## src/rtl/keypad_scanner.sv

```systemverilog
// 4x4 matrix keypad scanner: one column driven low at a time, rows debounced,
// each accepted press presented as a 4-bit code under a valid/ack handshake.
module keypad_scanner #(
  parameter int unsigned SCAN_CYCLES     = 6000,
  parameter int unsigned DEBOUNCE_CYCLES = 60000
) (
  input  logic       clk,
  input  logic       reset,
  input  logic [3:0] rows,
  output logic [3:0] cols,
  output logic [3:0] key,
  output logic       key_valid,
  input  logic       key_ack,
  output logic       overrun
);

  localparam int unsigned MAX_CYCLES = (SCAN_CYCLES > DEBOUNCE_CYCLES) ? SCAN_CYCLES
                                                                       : DEBOUNCE_CYCLES;
  localparam int unsigned CNT_W = $clog2(MAX_CYCLES);

  localparam logic [CNT_W-1:0] SCAN_LAST = CNT_W'(SCAN_CYCLES - 1);
  localparam logic [CNT_W-1:0] DEB_LAST  = CNT_W'(DEBOUNCE_CYCLES - 1);

  localparam logic [1:0] ST_SCAN     = 2'd0;
  localparam logic [1:0] ST_DEBOUNCE = 2'd1;
  localparam logic [1:0] ST_HELD     = 2'd2;
  localparam logic [1:0] ST_RELEASE  = 2'd3;

  // Row synchronizer; only rows_s_q is visible to the FSM.
  logic [3:0]       sync1_q;
  logic [3:0]       rows_s_q;

  logic [1:0]       state_q,     state_d;
  logic [1:0]       col_idx_q,   col_idx_d;
  logic [1:0]       row_idx_q,   row_idx_d;
  logic [CNT_W-1:0] cnt_q,       cnt_d;
  logic [3:0]       cols_q,      cols_d;
  logic [3:0]       key_q,       key_d;
  logic             key_valid_q, key_valid_d;
  logic             overrun_q,   overrun_d;

  logic             accept;
  logic             row_low;

  // Lowest-index low row wins when several keys in one column are down.
  function automatic logic [1:0] first_low(input logic [3:0] r);
    logic [1:0] idx;
    casez (r)
      4'b???0: idx = 2'd0;
      4'b??01: idx = 2'd1;
      4'b?011: idx = 2'd2;
      default: idx = 2'd3;
    endcase
    return idx;
  endfunction

  assign row_low = ~rows_s_q[row_idx_q];

  // NOTE: every signal written in an always_comb gets a default first, so no
  // path leaves it unassigned and no latch is inferred.
  always_comb begin
    state_d   = state_q;
    col_idx_d = col_idx_q;
    row_idx_d = row_idx_q;
    cnt_d     = cnt_q;
    accept    = 1'b0;

    case (state_q)
      ST_SCAN: begin
        if (cnt_q == SCAN_LAST) begin
          cnt_d = '0;
          if (rows_s_q != 4'b1111) begin
            row_idx_d = first_low(rows_s_q);
            state_d   = ST_DEBOUNCE;
          end else begin
            col_idx_d = col_idx_q + 2'd1;
          end
        end else begin
          cnt_d = cnt_q + 1'b1;
        end
      end

      ST_DEBOUNCE: begin
        if (!row_low) begin
          state_d   = ST_SCAN;
          col_idx_d = col_idx_q + 2'd1;
          cnt_d     = '0;
        end else if (cnt_q == DEB_LAST) begin
          state_d = ST_HELD;
          cnt_d   = '0;
          accept  = 1'b1;
        end else begin
          cnt_d = cnt_q + 1'b1;
        end
      end

      ST_HELD: begin
        cnt_d = '0;
        if (!row_low) begin
          state_d = ST_RELEASE;
        end
      end

      ST_RELEASE: begin
        // A low row here is bounce or a re-press of the same key: no new code.
        if (row_low) begin
          state_d = ST_HELD;
          cnt_d   = '0;
        end else if (cnt_q == DEB_LAST) begin
          state_d   = ST_SCAN;
          col_idx_d = col_idx_q + 2'd1;
          cnt_d     = '0;
        end else begin
          cnt_d = cnt_q + 1'b1;
        end
      end

      default: begin
        state_d = ST_SCAN;
        cnt_d   = '0;
      end
    endcase
  end

  assign cols_d = ~(4'b0001 << col_idx_d);

  // Handshake: an acceptance always wins over a same-cycle ack; overrun is
  // only flagged when an unacknowledged code is overwritten.
  always_comb begin
    key_d       = key_q;
    key_valid_d = key_valid_q;
    overrun_d   = overrun_q;
    if (accept) begin
      key_d       = {row_idx_q, col_idx_q};
      key_valid_d = 1'b1;
      if (key_valid_q && !key_ack) begin
        overrun_d = 1'b1;
      end
    end else if (key_ack) begin
      key_valid_d = 1'b0;
      overrun_d   = 1'b0;
    end
  end

  // NOTE: sequential state uses non-blocking assignments so every flop samples
  // the values from before the edge, independent of statement order.
  always_ff @(posedge clk) begin
    if (!reset) begin
      sync1_q     <= 4'b1111;
      rows_s_q    <= 4'b1111;
      state_q     <= ST_SCAN;
      col_idx_q   <= 2'd0;
      row_idx_q   <= 2'd0;
      cnt_q       <= '0;
      cols_q      <= 4'b1110;
      key_q       <= 4'h0;
      key_valid_q <= 1'b0;
      overrun_q   <= 1'b0;
    end else begin
      sync1_q     <= rows;
      rows_s_q    <= sync1_q;
      state_q     <= state_d;
      col_idx_q   <= col_idx_d;
      row_idx_q   <= row_idx_d;
      cnt_q       <= cnt_d;
      cols_q      <= cols_d;
      key_q       <= key_d;
      key_valid_q <= key_valid_d;
      overrun_q   <= overrun_d;
    end
  end

  assign cols      = cols_q;
  assign key       = key_q;
  assign key_valid = key_valid_q;
  assign overrun   = overrun_q;

endmodule
```

## config.mk

```make
export PLATFORM = sky130hd
export DESIGN_NAME = keypad_scanner
export DESIGN_NICKNAME = d
export VERILOG_FILES = /design/src/rtl/keypad_scanner.sv
export SDC_FILE = /design/constraint.sdc
export NUM_CORES = 1
export LEC_CHECK = 0
export CAP_MARGIN = 10
export CORE_MARGIN = 2
export CORE_UTILIZATION = 58
export CTS_BUF_LIST = sky130_fd_sc_hd__clkbuf_4 sky130_fd_sc_hd__clkbuf_8
export DETAILED_ROUTE_END_ITERATION = 12
export HOLD_SLACK_MARGIN = 0.03
export PLACE_DENSITY_LB_ADDON = 0.08
export SLEW_MARGIN = 20
export SYNTH_ARGS = -nofsm -noshare
export SYNTH_HDL_FRONTEND = slang
export SYNTH_SLANG_ARGS = --single-unit
```

## constraint.sdc

```tcl
create_clock -name clk -period 2.05 [get_ports clk]
set_input_delay 0.5125 -clock clk [delete_from_list [all_inputs] [get_ports clk]]
set_output_delay 0.5125 -clock clk [all_outputs]
set_load 0.05 [all_outputs]
```

-- After elaboration in Yosys (flattened, before gate mapping)
Index checks and enable logic that the tools add are counted.
Widths: inputs -> output; s select.
- register bits: 40
- output and inout bits: 10
- input port bits: 7
- equality and inequality tests: 14
- add/subtract/negate cells: 2
- bitwise operators: 2
- muxes and demuxes: 29
- magnitude comparators: 1
- shifts and indexed selects: 1
- reduce and logical (&&, ||, !) cells: 7
- operators with widths (kind ; number):
    $mux 16 ; 4
    $pmux 16 s4 ; 1
    $mux 2 ; 12
    $add 16x1->16 const B ; 1
    $eq 16x13->1 const B ; 1
    $eq 16x16->1 const B ; 1
    $pmux 2 s3 ; 2
    $mux 1 ; 8
    $pmux 2 s4 ; 1
    $ne 2x2->1 const B ; 3
    $ne 3x3->1 const B ; 2
    $reduce_and 5->1 ; 1
    $eq 2x1->1 const B ; 2
    $eq 2x2->1 const B ; 2
    $ne 4x4->1 const B ; 1
    $not 4->4 ; 1
    $shl 1x2->4 const A ; 1
    $eq 3x2->1 const B ; 1
    $lt 2x3->1 const B ; 1
    $reduce_and 3->1 ; 1
    $add 2x1->2 const B ; 1
    $bmux 1 s2 ; 1
    $logic_not 2->1 ; 1
    $ne 2x1->1 const B ; 1
    5 further kinds ; 5

-- Longest topological paths before layout
Gate-level depths: netlist of the first run.
- depth after elaboration: 6
- gate-level depth with buffers: 7
- mapped depth without buffers: 6

-- Least setup slack after synthesis of the first run
OpenSTA, ideal clock, no wires.
- path kind: register to register
- start: register cnt_q[13]
- end: register cnt_q[11]
- library setup time: 0.115 ns
- data required time: 1.935 ns
- path buffers: 1
- arrival: 1.766 ns
- setup slack: 0.169 ns
- period minus slack after synthesis: 1.881 ns
- stages on the path, launching flop included: 7
- cell sequence: dfxtp_1 > or4b_1 > nor4_4 > nor4_1 > nor2_2 > buf_6 > nor2_1
- word-level cells in the longest chain between the ends: 4
- RTL lines (what ; line ; source):
    start, declared ; 36 ; logic [CNT_W-1:0] cnt_q, cnt_d;
    start signal, assigned ; 165 ; cnt_q <= cnt_d;
    $eq 16x16->1 ; 88, 109 ;
    $mux 16 ; 88, 109 ;
    $mux 16 (on tied branches) ; 106, 84 ;
    $pmux 16 s4 * ; 68 ; case (state_q)
Every way passes the cells marked *; elsewhere a longest branch is shown, timed or not.
A chain may end at the register's enable or synchronous reset.

-- Final worst setup path of the first run
- start: register key_q[0] (netlist: key[0])
- end: output key[0]
- RTL lines (what ; line ; source):
    start, declared ; 38 ; logic [3:0] key_q, key_d;
    start signal, assigned ; 167 ; key_q <= key_d;
    end, declared ; 11 ; output logic [3:0] key,
No word-level cell between the ends.

==> results.txt, run 1 <==
Pin placement for this block handled 17 I/O pins. The die is slightly below 60 um wide. The wire length per cell came out at between 10 and 15 um.

The critical path is of the reg -> out type. The placed instances occupy a cell area of about 1900 um^2. The post-synthesis sequential element count is 40.

Measured in cells, the most critical reg-to-reg path has a length of 6. Broken down by cell family, the worst path's largest delay share belongs to buffers and inverters. Counting instances, the worst hold path has a depth of 1. The share of Yosys cell area claimed by the top area cell type came out at a little under half. The final design area excluding fillers came out at around 2100 um^2. The tightest min-delay check is of the reg -> reg type. The share of final-layout standard cells stronger than drive strength 1 came out at between 10% and 20%. The initial antenna violation count came out at 0.

In the routed layout, each cell is associated on average with a via count of 5.53. The DRC violation count after routing came out at 0. Yosys instantiated no cell more often than dfxtp_1.

The commonest cells after synthesis are 40 x dfxtp_1, 27 x nor2_1, 11 x nand2b_1. The critical path data required time came out at approximately 1500 ps. The biggest fanout along the worst timing path came out at 2. Summing the sequential cell areas from Yosys gives approximately 47% of the chip area. After legalization and detailed placement, the total HPWL measured around 2200 um. The flip-flop cell with the highest count after synthesis is dfxtp_1. Power comes to approximately 1.3 mW. The clock-pin transition on the worst setup and hold timing paths came out at between 100 and 150 ps. The number of clock buffers inserted by TritonCTS is 5.

The area inside the core boundary is 2780 um^2. The DRC violation total after the first TritonRoute iteration came out at 41. The clock sink count is 40. The cell depth of the worst setup path came out at 1.

The flow ran to the end, and the final reports show no timing, DRC or antenna violations. The number of warnings printed during yosys synthesis came out at 0. The data arrival time of the critical path came out at 1480 ps. The congestion estimate from routability-driven global placement came to 0.804.

The floorplan die area is 3390 um^2. After synthesis, the mean cell area works out to around 9.7 um^2. The count of pins over their slew limit came out at 0. The largest vdd supply drop came out at between 0.0006 and 0.0007 V. The worst hold margin is just over 400 ps.

The height of the chip came out at a little under 60 um. The number of instances in the placed design is 228. Setup repair after global routing left no endpoint under its margin. Entering global routing, the biggest net connects 17 pins. The number of instances in the synthesized netlist came out at 176. The tightest slew margin relative to the limit is 65.4%. Walking the worst path, the cells encountered are clkdlybuf4s50_1. The number of fill cells in the layout is 206. After synthesis, the share of flip-flops with an asynchronous set or reset is 0%. For this run, the number of standard cells in the final layout without fillers is ~240.

The worst setup path is captured at an output port. The minimum setup slack after placement came out at -16.7 ps. The final period demand of the worst path came out at between 1500 and 2000 ps. The longest individual stage delay on the worst path came out at 790 ps. The slew at the pin closest to its max-slew limit came out at around 520 ps. By area the synthesized netlist is led by dfxtp_1 47%, nor2_1 5.9%, mux2i_1 4.7%, xnor2_1 4.6%, nand2b_1 4.0%. The level count of the clock H-tree is 2. The utilization after layout is between 70% and 80%. The total via count after detailed routing is between 1,000 and 1,500. Counting both buffers and inverters, the worst setup path holds a total of 1. The detailed-routing iteration count for the pre-antenna-repair pass is 4. The largest total area in the synthesized netlist belongs to dfxtp_1. The worst setup path is launched from a register. Counting distinct cell types in the post-synthesis netlist gives 41.

The final-stage net count came out at between 200 and 250. The number of buffers added on ports is 16. In this run the cell area of the synthesized design comes to roughly 1700 um^2. The worst-case clock buffer depth is 2.

The area growth from synthesis to layout is 20.4%. Across every metal layer, demand over resource in global routing totals between 15 and 20%. The floorplan has 19 rows. The count of nets left with antenna violations once routing finished came out at 0.

The cell sitting at the root of the clock tree is a clkbuf_4. The final clock period utilization by the worst path is between 90% and 100%. The number of enable flip-flop cells after synthesis came out at 0.

The antenna diode count is 0. After global routing the overflow that remains totals 0. Across the routed clock network, the largest skew measured is slightly below 8 ps. The highest clock frequency the design can meet is 0.501 GHz.

Setup violations remaining at the end of the flow were counted as 0. TritonCTS built the clock tree. The clock latency of the later-clocked register in the worst-skew pair came out at between 300 and 400 ps. The setup TNS is 0 ps. The power density of the placed cells is 633 nW/um^2. The setup slack after layout is 53.9 ps. Summed over all layers, the routed wires come to between 3000 and 4000 um. The cell with the largest stage delay on the worst path is clkdlybuf4s50_1. The via count of the first global-routing pass came out at approximately 1,100.

The final-report hold violation count is 0. The leakage dissipation is 0.915 nW. The first global-routing pass estimated approximately 4900 um of wire. The initial utilization of the core area, before any placement, comes to about 60%.

The number of hold buffers added after CTS is 0. The number of nets in the synthesized netlist is 184. The max capacitance violation total came out at 0.
==> routing by layer <==
| layer | vias to the layer above | part of all wire (%) | GRT usage (%) |
|---|---|---|---|
| li1 | 662 | - | - |
| met1 | 608 | 46 | 24.3 |
| met2 | 28 | 47 | 30.2 |
| met3 | 7 | 4.5 | 6.03 |
| met4 | 0 | 2.4 | 12.0 |
| met5 | - | 0 | 0 |
==> registers in the layout, summed over array words and instances (netlist names), named ones only <==
signal,count
sync1_q,4
cols,4
rows_s_q,4
overrun,1
cnt_q,16
row_idx_q,2
col_idx_q,2
key_valid,1
state_q,1
key,4
==> report_power, final <==
group	switching (mW)	leakage [nW]	internal, mW
Combinational	0.0339	0.552	0.0340
Sequential	0.00924	0.325	0.791
Clock	0.237	0.0374	0.194
Total	0.280	0.915	1.02
==> cell families (layout without fill, tap and decap cells) <==
logic type	count (synthesis)	count (layout)	synth area share, %
and+or+nand+nor	86	86	29.6
xor gates and xnor gates	15	15	7.70
AOI/OAI and AO/OA	14	14	6.16
buffers and inverters	11	40	2.86
muxes	9	9	6.02
adders and majority gates	1	1	0.734
DFF	40	40	47.0
==> timing repair <==
item / CTS / global route
endpoints found under the setup margin: 3 / 16
pin swaps: 1 / 1
cloned: 0 / 0
resized for setup: 0 / 9
buffers inserted: 1 / 0
==> worst paths after layout <==
path	start	endpoint	slack, ps
hold reg to reg	sync1_q[3]	rows_s_q[3]	420
hold / removal	sync1_q[3]	rows_s_q[3]	420
setup reg to reg	cnt_q[1]	row_idx_q[0]	130
setup / recovery	key[0]	key[0]	50
==> cells in the final DEF, fill, tap and decap left out, types with 4 or more instances in the layout <==
cell type        count
and3_1               4
dlymetal6s2s_1       6
buf_4               10
clkdlybuf4s50_1     10
mux2i_1              8
nand2_1              7
clkbuf_4             5
nor2_1              27
inv_1                7
xor2_1               6
dfxtp_1             40
nand2b_1            11
nand3_1             10
xnor2_1              9
==> layout make-up <==
cell class                      instances  area (um^2)  share of cell area, %
Clock buffer                            7         65.1                   3.17
Timing Repair Buffer                   26          250                   12.2
Sequential cell                        40          801                   39.0
Tap cell                               31         38.8                   1.89
Multi-Input combinational cell        125          872                   42.5
Inverter                                7         26.3                   1.28
Power figures use the tool's default switching activity.
==> run 2, diff against run 1 <==
- HOLD_SLACK_MARGIN: 0.03 -> unset
==> results of run 2 <==
Final layout, timing and power as in run 1 (identical DEF).
==> run 3, diff against run 2 <==
- CORE_MARGIN: 2 -> unset
==> results.txt, run 3 (synthesis results as in run 1) <==
The flow ran to the end, and the final reports show no timing, DRC or antenna violations. The overall power of the completed layout came out at between 1 and 1.5 mW. The die is approximately 56 um tall. The final-stage net count is about 210.

The final-report hold violation count is 0. Leaving out fill and tap cells, the most frequent cell in the layout is dfxtp_1. In the final timing run, aggregate negative setup slack is 0 ps.

The critical path goes through clkdlybuf4s50_1. Buffers inserted during clock tree synthesis total 5. The data arrival time of the critical path came out at between 1000 and 1500 ps. The total number of placement rows is 19. The number of instances in the placed design is ~230. The critical path data required time came out at ~1500 ps.

In this run the worst hold path is classified as reg -> reg. The non-filler instance count after layout came out at approximately 240. The largest vdd supply drop came out at just under 0.0009 V. The area inside the core boundary is around 2800 um^2.

The kind of capture point of the worst setup path is an output port. At the end of the flow the core is filled with cells to approximately three quarters. The tool flagged a number of max-cap violations equal to 0.

The synthesis-to-layout area growth came out at 22.2%. The clock passes through at most 2 buffers. The I/O pin count is 17. The count of nets left with antenna violations once routing finished came out at 0. Cell internal power was estimated by the tool at 1.12 mW. The biggest fanout along the worst timing path is 2. The level count of the clock H-tree is 2.

The power density of the placed cells is around 680 nW/um^2. The tightest slew margin relative to the limit is 66.3%. The initial antenna violation count came to 0.

The longest individual stage delay on the worst path came out at just under 800 ps. TritonCTS built the clock tree. The DRC violation count after routing came out at 0. The first global-routing pass estimated 5510 um of wire.

The share of final-layout standard cells stronger than drive strength 1 came out at between 10% and 20%. For this design the total switching power over the nets is a little over 0.3 mW. The clock tree root driver cell is clkbuf_4. The via-per-instance ratio came out at 5.56. The share of total power dissipated in sequential elements is 56.3%.

The number of buffers added on ports came out at 16. Leaving out fill and tap cells, the most frequent cells in the layout are 40 x dfxtp_1, 27 x nor2_1, 11 x nand2b_1, 11 x clkdlybuf4s50_1, 10 x buf_4. The total half-perimeter wirelength after legalization and detailed placement came out at between 2000 and 2500 um.

For this run, the top clock speed supported by timing is about 0.50 GHz. The clock-pin transition on the worst setup and hold timing paths is approximately 120 ps. Global routing used between 20% and 30% of the available tracks across all layers.

The clock skew after layout is ~9 ps. With fillers left out, the area of the finished cells amounts to about 2100 um^2. Clock latency on the worst-skew pair, taken at its later pin, is 350 ps. The via count of the first global-routing pass came out at roughly 1,200.

The detailed-routing iteration count for the pre-antenna-repair pass came out at 6. The count of pins over their slew limit is 0. The clock sink count came out at 40. The maximum number of pins on one net before global-route repair is 17. The horizontal die dimension came out at ~56 um. The instance area after placement came out at around 2000 um^2. The category of cells accounting for the largest share of critical-path delay is buffers and inverters. The sum of buffers and inverters on the critical path is 1. The floorplan die area came out at between 3000 and 4000 um^2.

After filler insertion, the fill cell instance count of the layout stands at 217. The largest register by flop count is cnt_q. The final critical path takes up ~98% of the cycle. The last weighted congestion value of the routability-driven placer came out at between 0.8 and 0.9. The antenna diode count is 0. The largest individual stage delay along the critical path comes from the cell clkdlybuf4s50_1. The initial core utilization is ~61%. The type of origin of the critical path is a register.

The DRC violation total after the first TritonRoute iteration is 61. Setup repair after global routing could not meet its margin everywhere. The leakage dissipation is 0.929 nW. The slew at the pin closest to its max-slew limit is about 500 ps. The smallest clock period supported by the final layout is computed as about 2000 ps. Summed over all layers, the global routing overflow is 0. The clock power share came out at about two fifths. The fraction of power spent switching nets came out at 21.4%. The worst setup path is of the reg -> out kind.

The flip-flop count of the largest register, all copies and words added is 16. The final-report setup violation count is 0. The routed design has between 3000 and 4000 um of wire. The total via count after detailed routing came out at between 1,000 and 1,500. The logic gate share of total power is under 10%.

The wire length per cell is 13.1 um.
==> run 3: cell count changes in the layout (fill, tap and decap cells not counted), sizes merged <==
| cell | change |
|---|---|
| clkbuf | -1 |
| bufinv | +1 |
| clkinv | +1 |
| dlymetal6s2s | -1 |
| clkdlybuf4s50 | +1 |
==> run 3: power groups by stage <==
stage | combinational (mW) | clock [mW] | sequential (mW)
2_1_floorplan | 0.0372 | 0 | 0.818
3_3_place_gp | 0.0661 | 0 | 0.817
3_5_place_dp | 0.0683 | 0 | 0.818
4_1_cts | 0.0685 | 0.568 | 0.800
5_1_grt | 0.0756 | 0.594 | 0.803
6_report | 0.0688 | 0.553 | 0.800
==> run 3: routing by layer <==
layer,up-vias,share of wire [%],track usage [%]
li1,662,-,-
met1,628,48,28.7
met2,21,47,36.6
met3,6,3.1,6.28
met4,0,1.7,7.32
met5,-,0,0
==> run 3: layout make-up <==
class                           instances  area, um^2  share of cell area [%]
Clock buffer                            6        51.3                    2.46
Sequential cell                        40         801                    38.4
Clock inverter                          2        38.8                    1.86
Inverter                                7        26.3                    1.26
Timing Repair Buffer                   26         248                    11.9
Multi-Input combinational cell        125         881                    42.3
Tap cell                               31        38.8                    1.86
==> run 3: worst paths after layout <==
| kind | start | depth (start not counted) | slack [ps] | to |
|---|---|---|---|---|
| worst max-delay path | overrun | 1 | 50 | overrun |
| worst min-delay path | sync1_q[0] | 1 | 420 | rows_s_q[0] |
| worst max register to register | cnt_q[11] | 6 | 120 | cols[3] |
| worst min register to register | sync1_q[0] | 1 | 420 | rows_s_q[0] |
==> run 3: through the flow <==
stage	setup slack, ps	hold WS (ps)
floorplan	169	386
global placement	149	389
detailed placement	69.9	393
CTS	6.16	423
global route	-19.0	429
finish	47.8	422
==> run 3: what timing repair did <==
| item | 4_1_cts | 5_1_grt |
|---|---|---|
| resized for setup | 0 | 9 |
| hold buffers | 0 | 0 |
| buffers inserted | 0 | 0 |
| setup endpoints to repair | 0 | 14 |
